## src/rtl/digdug_hs_pkg.sv

```systemverilog
// Shared constants for the DigDug hiscore transfer engine: state codes,
// transfer mode encoding and datapath widths.
package digdug_hs_pkg;

    localparam int ADDR_W = 11;
    localparam int CNT_W  = 12;

    typedef logic [2:0] state_t;

    localparam state_t ST_IDLE       = 3'd0;
    localparam state_t ST_PAUSE_WAIT = 3'd1;
    localparam state_t ST_RD_ADDR    = 3'd2;
    localparam state_t ST_RD_DATA    = 3'd3;
    localparam state_t ST_RD_HOLD    = 3'd4;
    localparam state_t ST_WR_WAIT    = 3'd5;
    localparam state_t ST_RELEASE    = 3'd6;

    localparam logic MODE_DUMP = 1'b0;
    localparam logic MODE_LOAD = 1'b1;

    // RAM 1 is 2 KiB, so the window address simply wraps at 11 bits.
    function automatic logic [ADDR_W-1:0] addr_inc(input logic [ADDR_W-1:0] a);
        return a + ADDR_W'(1);
    endfunction

endpackage

```

## src/rtl/digdug_hiscore_xfer.sv

```systemverilog
// Hiscore transfer engine: pauses the main CPUs, takes over work RAM 1 and
// streams a window of it to the host (dump) or from the host into it (load).
module digdug_hiscore_xfer
    import digdug_hs_pkg::*;
#(
    parameter logic [ADDR_W-1:0] HS_BASE = 11'h000,
    parameter int                HS_LEN  = 64
) (
    input  logic              CL,
    input  logic              RESET_N,
    input  logic              DUMP_START,
    input  logic              LOAD_START,
    input  logic              ABORT,
    output logic              BUSY,
    output logic              DONE,
    output logic              CPU_PAUSE,
    input  logic              CPU_PAUSED,
    output logic              hs_access,
    output logic [ADDR_W-1:0] hs_address,
    output logic              hs_write,
    output logic [7:0]        hs_data_in,
    input  logic [7:0]        hs_data_out,
    output logic [7:0]        DUMP_DATA,
    output logic              DUMP_VALID,
    input  logic              DUMP_READY,
    input  logic [7:0]        LOAD_DATA,
    input  logic              LOAD_VALID,
    output logic              LOAD_READY
);

    localparam logic [CNT_W-1:0] LEN_CNT  = CNT_W'(HS_LEN);
    localparam logic [CNT_W-1:0] LAST_IDX = CNT_W'(HS_LEN - 1);

    state_t           state;
    logic             mode;
    logic [CNT_W-1:0] count;
    logic             aborted;

    // hs_access is dropped on entry to RELEASE and CPU_PAUSE one cycle later,
    // so the CPUs never resume while this block still owns the RAM.
    always_ff @(posedge CL or negedge RESET_N) begin
        if (!RESET_N) begin
            state      <= ST_IDLE;
            mode       <= MODE_DUMP;
            count      <= '0;
            aborted    <= 1'b0;
            BUSY       <= 1'b0;
            DONE       <= 1'b0;
            CPU_PAUSE  <= 1'b0;
            hs_access  <= 1'b0;
            hs_address <= '0;
            hs_write   <= 1'b0;
            hs_data_in <= 8'h00;
            DUMP_DATA  <= 8'h00;
            DUMP_VALID <= 1'b0;
            LOAD_READY <= 1'b0;
        end else begin
            DONE <= 1'b0;
            if (ABORT && state != ST_IDLE && state != ST_RELEASE) begin
                DUMP_VALID <= 1'b0;
                LOAD_READY <= 1'b0;
                hs_write   <= 1'b0;
                hs_access  <= 1'b0;
                aborted    <= 1'b1;
                state      <= ST_RELEASE;
            end else begin
                case (state)
                    ST_IDLE: begin
                        if (DUMP_START || LOAD_START) begin
                            mode       <= DUMP_START ? MODE_DUMP : MODE_LOAD;
                            count      <= '0;
                            hs_address <= HS_BASE;
                            CPU_PAUSE  <= 1'b1;
                            BUSY       <= 1'b1;
                            state      <= ST_PAUSE_WAIT;
                        end
                    end
                    ST_PAUSE_WAIT: begin
                        if (CPU_PAUSED) begin
                            hs_access <= 1'b1;
                            if (mode == MODE_DUMP) begin
                                state <= ST_RD_ADDR;
                            end else begin
                                LOAD_READY <= 1'b1;
                                state      <= ST_WR_WAIT;
                            end
                        end
                    end
                    ST_RD_ADDR: begin
                        state <= ST_RD_DATA;
                    end
                    ST_RD_DATA: begin
                        DUMP_DATA  <= hs_data_out;
                        DUMP_VALID <= 1'b1;
                        state      <= ST_RD_HOLD;
                    end
                    ST_RD_HOLD: begin
                        if (DUMP_READY) begin
                            DUMP_VALID <= 1'b0;
                            count      <= count + CNT_W'(1);
                            hs_address <= addr_inc(hs_address);
                            if (count == LAST_IDX) begin
                                hs_access <= 1'b0;
                                state     <= ST_RELEASE;
                            end else begin
                                state <= ST_RD_ADDR;
                            end
                        end
                    end
                    // The address advances only after the write cycle so the
                    // strobe sees the address of the byte just accepted.
                    ST_WR_WAIT: begin
                        if (hs_write) begin
                            hs_write   <= 1'b0;
                            hs_address <= addr_inc(hs_address);
                            if (count == LEN_CNT) begin
                                hs_access <= 1'b0;
                                state     <= ST_RELEASE;
                            end else begin
                                LOAD_READY <= 1'b1;
                            end
                        end else if (LOAD_VALID && LOAD_READY) begin
                            hs_data_in <= LOAD_DATA;
                            hs_write   <= 1'b1;
                            LOAD_READY <= 1'b0;
                            count      <= count + CNT_W'(1);
                        end
                    end
                    ST_RELEASE: begin
                        CPU_PAUSE <= 1'b0;
                        BUSY      <= 1'b0;
                        DONE      <= ~aborted;
                        aborted   <= 1'b0;
                        state     <= ST_IDLE;
                    end
                    default: begin
                        state <= ST_IDLE;
                    end
                endcase
            end
        end
    end

endmodule

```

## config.mk

```make
export PLATFORM = sky130hd
export DESIGN_NAME = digdug_hiscore_xfer
export DESIGN_NICKNAME = d
export VERILOG_FILES = /design/src/rtl/digdug_hs_pkg.sv /design/src/rtl/digdug_hiscore_xfer.sv
export SDC_FILE = /design/constraint.sdc
export NUM_CORES = 1
export LEC_CHECK = 0
export ABC_AREA = 1
export BUFFER_PORTS_ARGS = -buffer_cell sky130_fd_sc_hd__buf_2
export CORE_ASPECT_RATIO = 1.25
export CORE_MARGIN = 2
export CORE_UTILIZATION = 45
export DETAILED_ROUTE_END_ITERATION = 16
export PLACE_DENSITY = 0.7
export SYNTH_ARGS = -nofsm -noshare
export SYNTH_HDL_FRONTEND = slang
export SYNTH_SLANG_ARGS = --single-unit
```

## constraint.sdc

```tcl
create_clock -name CL -period 2.67 [get_ports CL]
set_input_delay 0.4005 -clock CL [delete_from_list [all_inputs] [get_ports CL]]
set_output_delay 0.4005 -clock CL [all_outputs]
set_load 0.05 [all_outputs]
```

==> reports/metrics.yaml, run 1 <==
placed_design:
  placed_area_um2: 3217
  place_congestion: 0.9021
  dpl.hpwl_um: 4802
  io_buffer_count: 57
setup_path:
  end_kind: "flop"
  critPathMaxFanout: 15
  critPathLaunch: "state[2]"
  r2r_start: "state[2]"
  cp.required_ps: 2860
  path_class: "flop to flop"
  start_kind: "flop"
  crit_arrival_ps: 2120
synthesis:
  yosys.cell_types.count: 28
  ys_ff_latch: 50
  synth_flop_cell: "dfrtp_1"
  syn_area_um2: 2898
  yosysMostFrequentCell: "nand2_1"
  yosys.area_share.simple: 0.3199
  syn-num-nets: 401
  synth_compound_area_frac: 0.07168
  yosysTopAreaCellShare: 0.4318
  synth_cells: 374
  synth_area_leaders: "dfrtp_1 43%, nand2_1 13%, inv_1 6.1%"
  synth-edff-count: 0
  synthMuxAreaShare: 0.03109
  synth_xor_xnor_area_share: 0.03627
  synthTopCellsByCount: "101 x nand2_1, 50 x dfrtp_1, 47 x inv_1"
  synth_fa_ha_area_frac: 0.01295
  async_flop_share: 1.000
  ys_warn_count: 0
  synth.avg_cell_area_um2: 7.748
  synth_top_family_by_area: "simple AND/OR/NAND/NOR gates"
  yosysSeqAreaShare: 0.4318
  yosysTopAreaCell: "dfrtp_1"
floorplanning:
  start_util: 0.4669
  die_area_um2: 7102
  ios: 58
  num_rows: 32
  core_um2: 6206
  chipWidth_um: 75.78
  dieHeight_um: 93.72
drt:
  drtAntennaViolNets: 0
  wirelength_um: 6299
  wl_per_cell_um: 12.23
  vias: 2594
  drt_iter0_drc: 71
  vias_per_cell: 5.037
  drt-pass1-iter-count: 4
  wl_met2_um: 3159
  drc: 0
  dr_wl_met3_um: 299
  drt-met1-wl_um: 2712
  top_layer_used: "met4"
clock_tree:
  cts-root-buf: "clkbuf_8"
  cts.sink_count: 50
  cts_tree: "built"
  cts_resized: 0
  cts_max_level: 2
  clk_pin_slew_worst_paths_ps: 100
  cts.path.max_buffers: 2
  cts_setup_buffers: 0
  clock_latency_ps: 300
  hold_buffers: 0
  numCtsBuffers: 5
finish:
  layout.nets: 456
  area.growth.synth_to_final_pct: 14.81
  drive_gt1_frac: 0.2140
  design_area_um2: 3327
  diodes: 0
sta:
  hold_viol: 0
  setup_viol: 0
  fin_crit_sh: 0.7205
  slew_headroom: 0.6389
  fin_skew_ps: 7.964
  rsz0062_at_grt: "false"
  finalMaxSlewViolations: 0
  worstMarginPinSlew_ps: 540.1
  period_minus_slack_ps: 1924
  tns_ps: 0
  fmax_mhz: 519.8
global_route:
  antenna_found_initial: 0
  grt_pass1_wl_um: 10750
  grt_usage: 0.1963
  grt_max_degree: 19
  grt_pass1_vias: 2488
  overflow: 0
hold_path:
  hold_class: "primary input to asynchronous set/reset pin"
power_and_ir_drop:
  ir_drop_uv: 596.1
  p_leak_nw: 1.696
  power_density_nw_per_um2: 998.4
job:
  drv_cap: 0
status:
  status: "finished clean"
placed cells by master (no fill, tap or decap), types with 4 or more instances in the layout:
| cell type | synthesis | layout |
|---|---|---|
| o21ai_1 | 16 | 16 |
| xnor2_1 | 4 | 4 |
| nand4_1 | 9 | 9 |
| inv_2 | 4 | 4 |
| nor2_1 | 34 | 34 |
| clkbuf_8 | 0 | 5 |
| dfrtp_1 | 50 | 50 |
| nor3_1 | 12 | 12 |
| nand2_1 | 101 | 101 |
| nand3_1 | 31 | 31 |
| o21ai_0 | 15 | 15 |
| inv_1 | 47 | 47 |
| buf_2 | 4 | 57 |
| xor2_1 | 8 | 8 |
| a21oi_1 | 4 | 4 |
| mux2_2 | 8 | 8 |
worst paths after layout:
| path | depth (start not counted) | to | slack, ps |
|---|---|---|---|
| max in group asynchronous | 2 | hs_address[0] | 2060 |
| min reg2reg | 1 | DONE | 430 |
| min in group CL | 2 | mode | 300 |
| max | 9 | count[11] | 750 |
| max reg2reg | 9 | count[11] | 750 |
| min | 1 | state[1] | 10 |
kinds of logic (layout without fill, tap and decap cells):
logic type | after synthesis | after routing
mux | 8 | 8
simple gates | 200 | 200
compound gates | 39 | 39
fa+ha+maj | 3 | 3
xor+xnor | 12 | 12
buf+inv | 62 | 118
flops | 50 | 50
power by group:
group	total [mW]	leakage (nW)	switching [mW]	internal, mW
clock network	0.534	0.0514	0.254	0.280
registers	1.14	0.660	0.195	0.948
logic	1.64	0.984	1.22	0.423
total	3.32	1.70	1.67	1.65
area by class of cell:
cell class,instances,area (µm²)
clock inverter,2,37.54
clock buffer,6,72.57
fill,605,2879
tap,85,106.4
inverter,51,191.4
multi-input combinational,262,1368
timing repair buffer,59,300.3
sequential,50,1251
metrics by stage:
step | hold WS, ps | util | total power [mW] | instances | setup WS, ps
floorplan | 104.9 | - | 2.522 | 374 | 971.1
global placement | 342.1 | 0.5183 | 2.786 | 507 | 766.7
detailed placement | 353.1 | 0.5183 | 2.807 | 507 | 765.6
CTS | 21.28 | 0.5361 | 3.351 | 515 | 759.5
global route | 31.15 | 0.5361 | 3.565 | 515 | 591.3
finish | 9.747 | 0.5361 | 3.322 | 515 | 746.1
flip-flops by register name, summed over array words and instances, names as in the netlist, 3 cells and up:
name        flops
DUMP_DATA       8
hs_address     11
state           3
hs_data_in      8
count          12
worst max-delay path: stages, from the launching register on:
cell and delay (ps):
dfrtp_1 620, inv_1 180, nand2_2 140, nor2_1 50, inv_1 110, nand2_2 120, nor2_4 290, inv_2 160
nand2_1 80, o21ai_1 60
layer usage:
layer  track usage  vias up
li1              -     1291
met1        0.2444     1199
met2        0.3348       91
met3       0.02897       13
met5             0        -
met4       0.07456        0
Power figures use the tool's default switching activity.
==> run 2, diff against run 1 <==
clock period = 1.8 ns   (was 2.67 ns; I/O delays follow)
==> run 2 against run 1 <==
Net effect: combinational power rose by 57%; fmax rose by 20%; worst setup slack got worse by 550 ps; final area rose by 1.4%; sequential share of layout area fell by 0.42 points; non-clock buffer count rose by 9; worst hold slack improved by 180 ps; power rose by 46%; global-route usage rose by 0.85 points; flip-flop and latch count did not move; clock power rose by 16%.
==> reports/metrics.yaml, run 2 (synthesized netlist as in run 1, its figures left out) <==
hold_path:
  min_path_cells: 2
  hold_start: "DUMP_START"
  hold_class: "primary input to flop"
  worst_hold_path.endpoint: "mode"
setup_path:
  crit_arrival_ps: 1800  # -320 ps
  reg2reg_depth: 8  # -1
  start_kind: "flop"
  r2r_slack_ps: 190  # -550 ps
  critPathMaxFanout: 15  # unchanged
  cp.required_ps: 1990  # -870 ps
  path_class: "flop to flop"
  end_kind: "flop"
  r2r_start: "state[0]"
  r2r_end: "hs_address[6]"
sta:
  period_minus_slack_ps: 1606  # -318.3 ps
  fmax_mhz: 622.8  # +20%
  fin_crit_sh: 0.8920  # +0.1714
  fin_skew_ps: 12.88  # +4.918 ps
  worstMarginPinSlew_ps: 476.3  # -63.81 ps
  tns_ps: 0  # unchanged
  hold_viol: 0  # unchanged
  setup_viol: 0  # unchanged
  finalMaxSlewViolations: 0  # unchanged
  setup_slack_ps: 194.4  # -551.7 ps
  rsz0062_at_grt: "false"
  slew_headroom: 0.6825  # +0.04361
finish:
  utilization: 0.5438  # +0.007661
  fillers: 599  # -0.99%
  final_common_cell: "nand2_1"
  layout.nets: 465  # +2.0%
  area.growth.synth_to_final_pct: 16.45
  reg.largest.list: "count x12, hs_address x11"
  design_area_um2: 3374  # +1.4%
  drive_gt1_frac: 0.2397  # +0.02577
  final_cell_mix: "101 x nand2_1, 57 x buf_2, 47 x dfrtp_1, 47 x inv_1, 33 x nor2_1"
  largest_register_ffs: 12  # unchanged
  top_register: "count"
  diodes: 0  # unchanged
job:
  drv_cap: 0  # unchanged
drt:
  vias: 2580  # -0.54%
  vias_per_cell: 4.933  # -2.1%
  drt-pass1-iter-count: 4  # unchanged
  wl_per_cell_um: 12.42  # +1.5%
  drtAntennaViolNets: 0  # unchanged
  drc: 0  # unchanged
  wirelength_um: 6495  # +3.1%
  drt_iter0_drc: 70  # -1.4%
clock_tree:
  cts_max_level: 2  # unchanged
  cts_tree: "built"
  clk_pin_slew_worst_paths_ps: 100  # about the same
  numCtsBuffers: 5  # unchanged
  clock_latency_ps: 300  # about the same
  cts.sink_count: 50  # unchanged
  cts.path.max_buffers: 2  # unchanged
  cts-root-buf: "clkbuf_8"
power_and_ir_drop:
  power_density_nw_per_um2: 1442  # +44%
  ir_drop_uv: 955.6  # +60%
  p_leak_nw: 1.724  # +1.7%
global_route:
  grt_pass1_vias: 2623  # +5.4%
  antenna_found_initial: 0  # unchanged
  grt_pass1_wl_um: 11220  # +4.4%
  overflow: 0  # unchanged
  grt_usage: 0.2048  # +0.008543
  grt_max_degree: 20  # +1
floorplanning:
  start_util: 0.4669  # unchanged
  ios: 58  # unchanged
  num_rows: 32  # unchanged
  dieHeight_um: 93.72  # unchanged
  chipWidth_um: 75.78  # unchanged
  core_um2: 6206  # unchanged
  die_area_um2: 7102  # unchanged
status:
  status: "finished clean"
placed_design:
  place_congestion: 0.8911  # -1.2%
  dpl.hpwl_um: 5032  # +4.8%
  placed_area_um2: 3277  # +1.9%
  io_buffer_count: 57  # unchanged
  place_ws_ps: 101.1  # -664.6 ps
[run 2: cell count changes in the layout (fill, tap and decap cells not counted)]
cell / delta
dfrtp_2: +3
nor2_1: -1
clkinvlp_4: -1
clkinv_2: +2
ha_2: +1
buf_4: +8
dfrtp_1: -3
clkbuf_1: -1
dlygate4sd3_1: +1
nor2_2: +1
bufinv_16: -1
ha_1: -1
[run 2: power breakdown]
group / leakage [nW] / switching [mW] / total (mW) / internal, mW
Sequential: 0.657 / 0.259 / 1.67 / 1.42
Clock: 0.0438 / 0.359 / 0.620 / 0.262
Combinational: 1.02 / 1.85 / 2.57 / 0.721
[run 2: timing repair]
| item | CTS | global route |
|---|---|---|
| setup buffers | 0 | 0 |
| endpoints found under the setup margin | 0 | 25 |
| resized for setup | 0 | 5 |
| endpoints found under the hold margin | 17 | 0 |
| hold buffers | 1 | 0 |
[run 2: cell type report]
type,instances,area [µm²],area share
Sequential cell,50,1255,0.3719
Multi-Input combinational cell,262,1373,0.4067
Timing Repair Buffer,68,370.4,0.1098
Inverter,51,191.4,0.05673
Clock buffer,5,68.82,0.02039
Clock inverter,2,10.01,0.002966
Tap cell,85,106.4,0.03152
[run 2: worst max-delay path by stage]
stage	from	to	slack, ps	cells past startpoint
after floorplan	hs_address[0]	hs_address[8]	100	7
after global placement	state[0]	hs_address[10]	150	8
after detailed placement	state[0]	hs_address[6]	100	8
after CTS	state[0]	hs_address[6]	80	8
after global routing	count[0]	hs_access	5	10
final	state[0]	hs_address[6]	190	8
[run 2: critical path, cell delays in order, from the launching register on]
cell	delay [ps]
dfrtp_2	510
inv_2	120
nand3_4	90
nand3_4	190
o21ai_2	110
nor2_4	200
inv_2	130
nand2_1	90
nand2_1	50
[run 2: layer usage]
metal / global-route usage / part of all wire / vias up
met5: 0 / 0 / -
met4: 0.09503 / 0.022 / 0
met3: 0.02790 / 0.041 / 11
met2: 0.3477 / 0.50 / 70
met1: 0.2500 / 0.44 / 1181
li1: - / - / 1318
[run 2: through the flow]
step	cells	hold WS, ps	power [mW]
after floorplan	374	-25.59	3.741
after global placement	515	258.2	4.239
after detailed placement	515	254.2	4.266
after CTS	523	191.4	4.903
after global routing	523	193.8	5.245
final	523	190.4	4.865
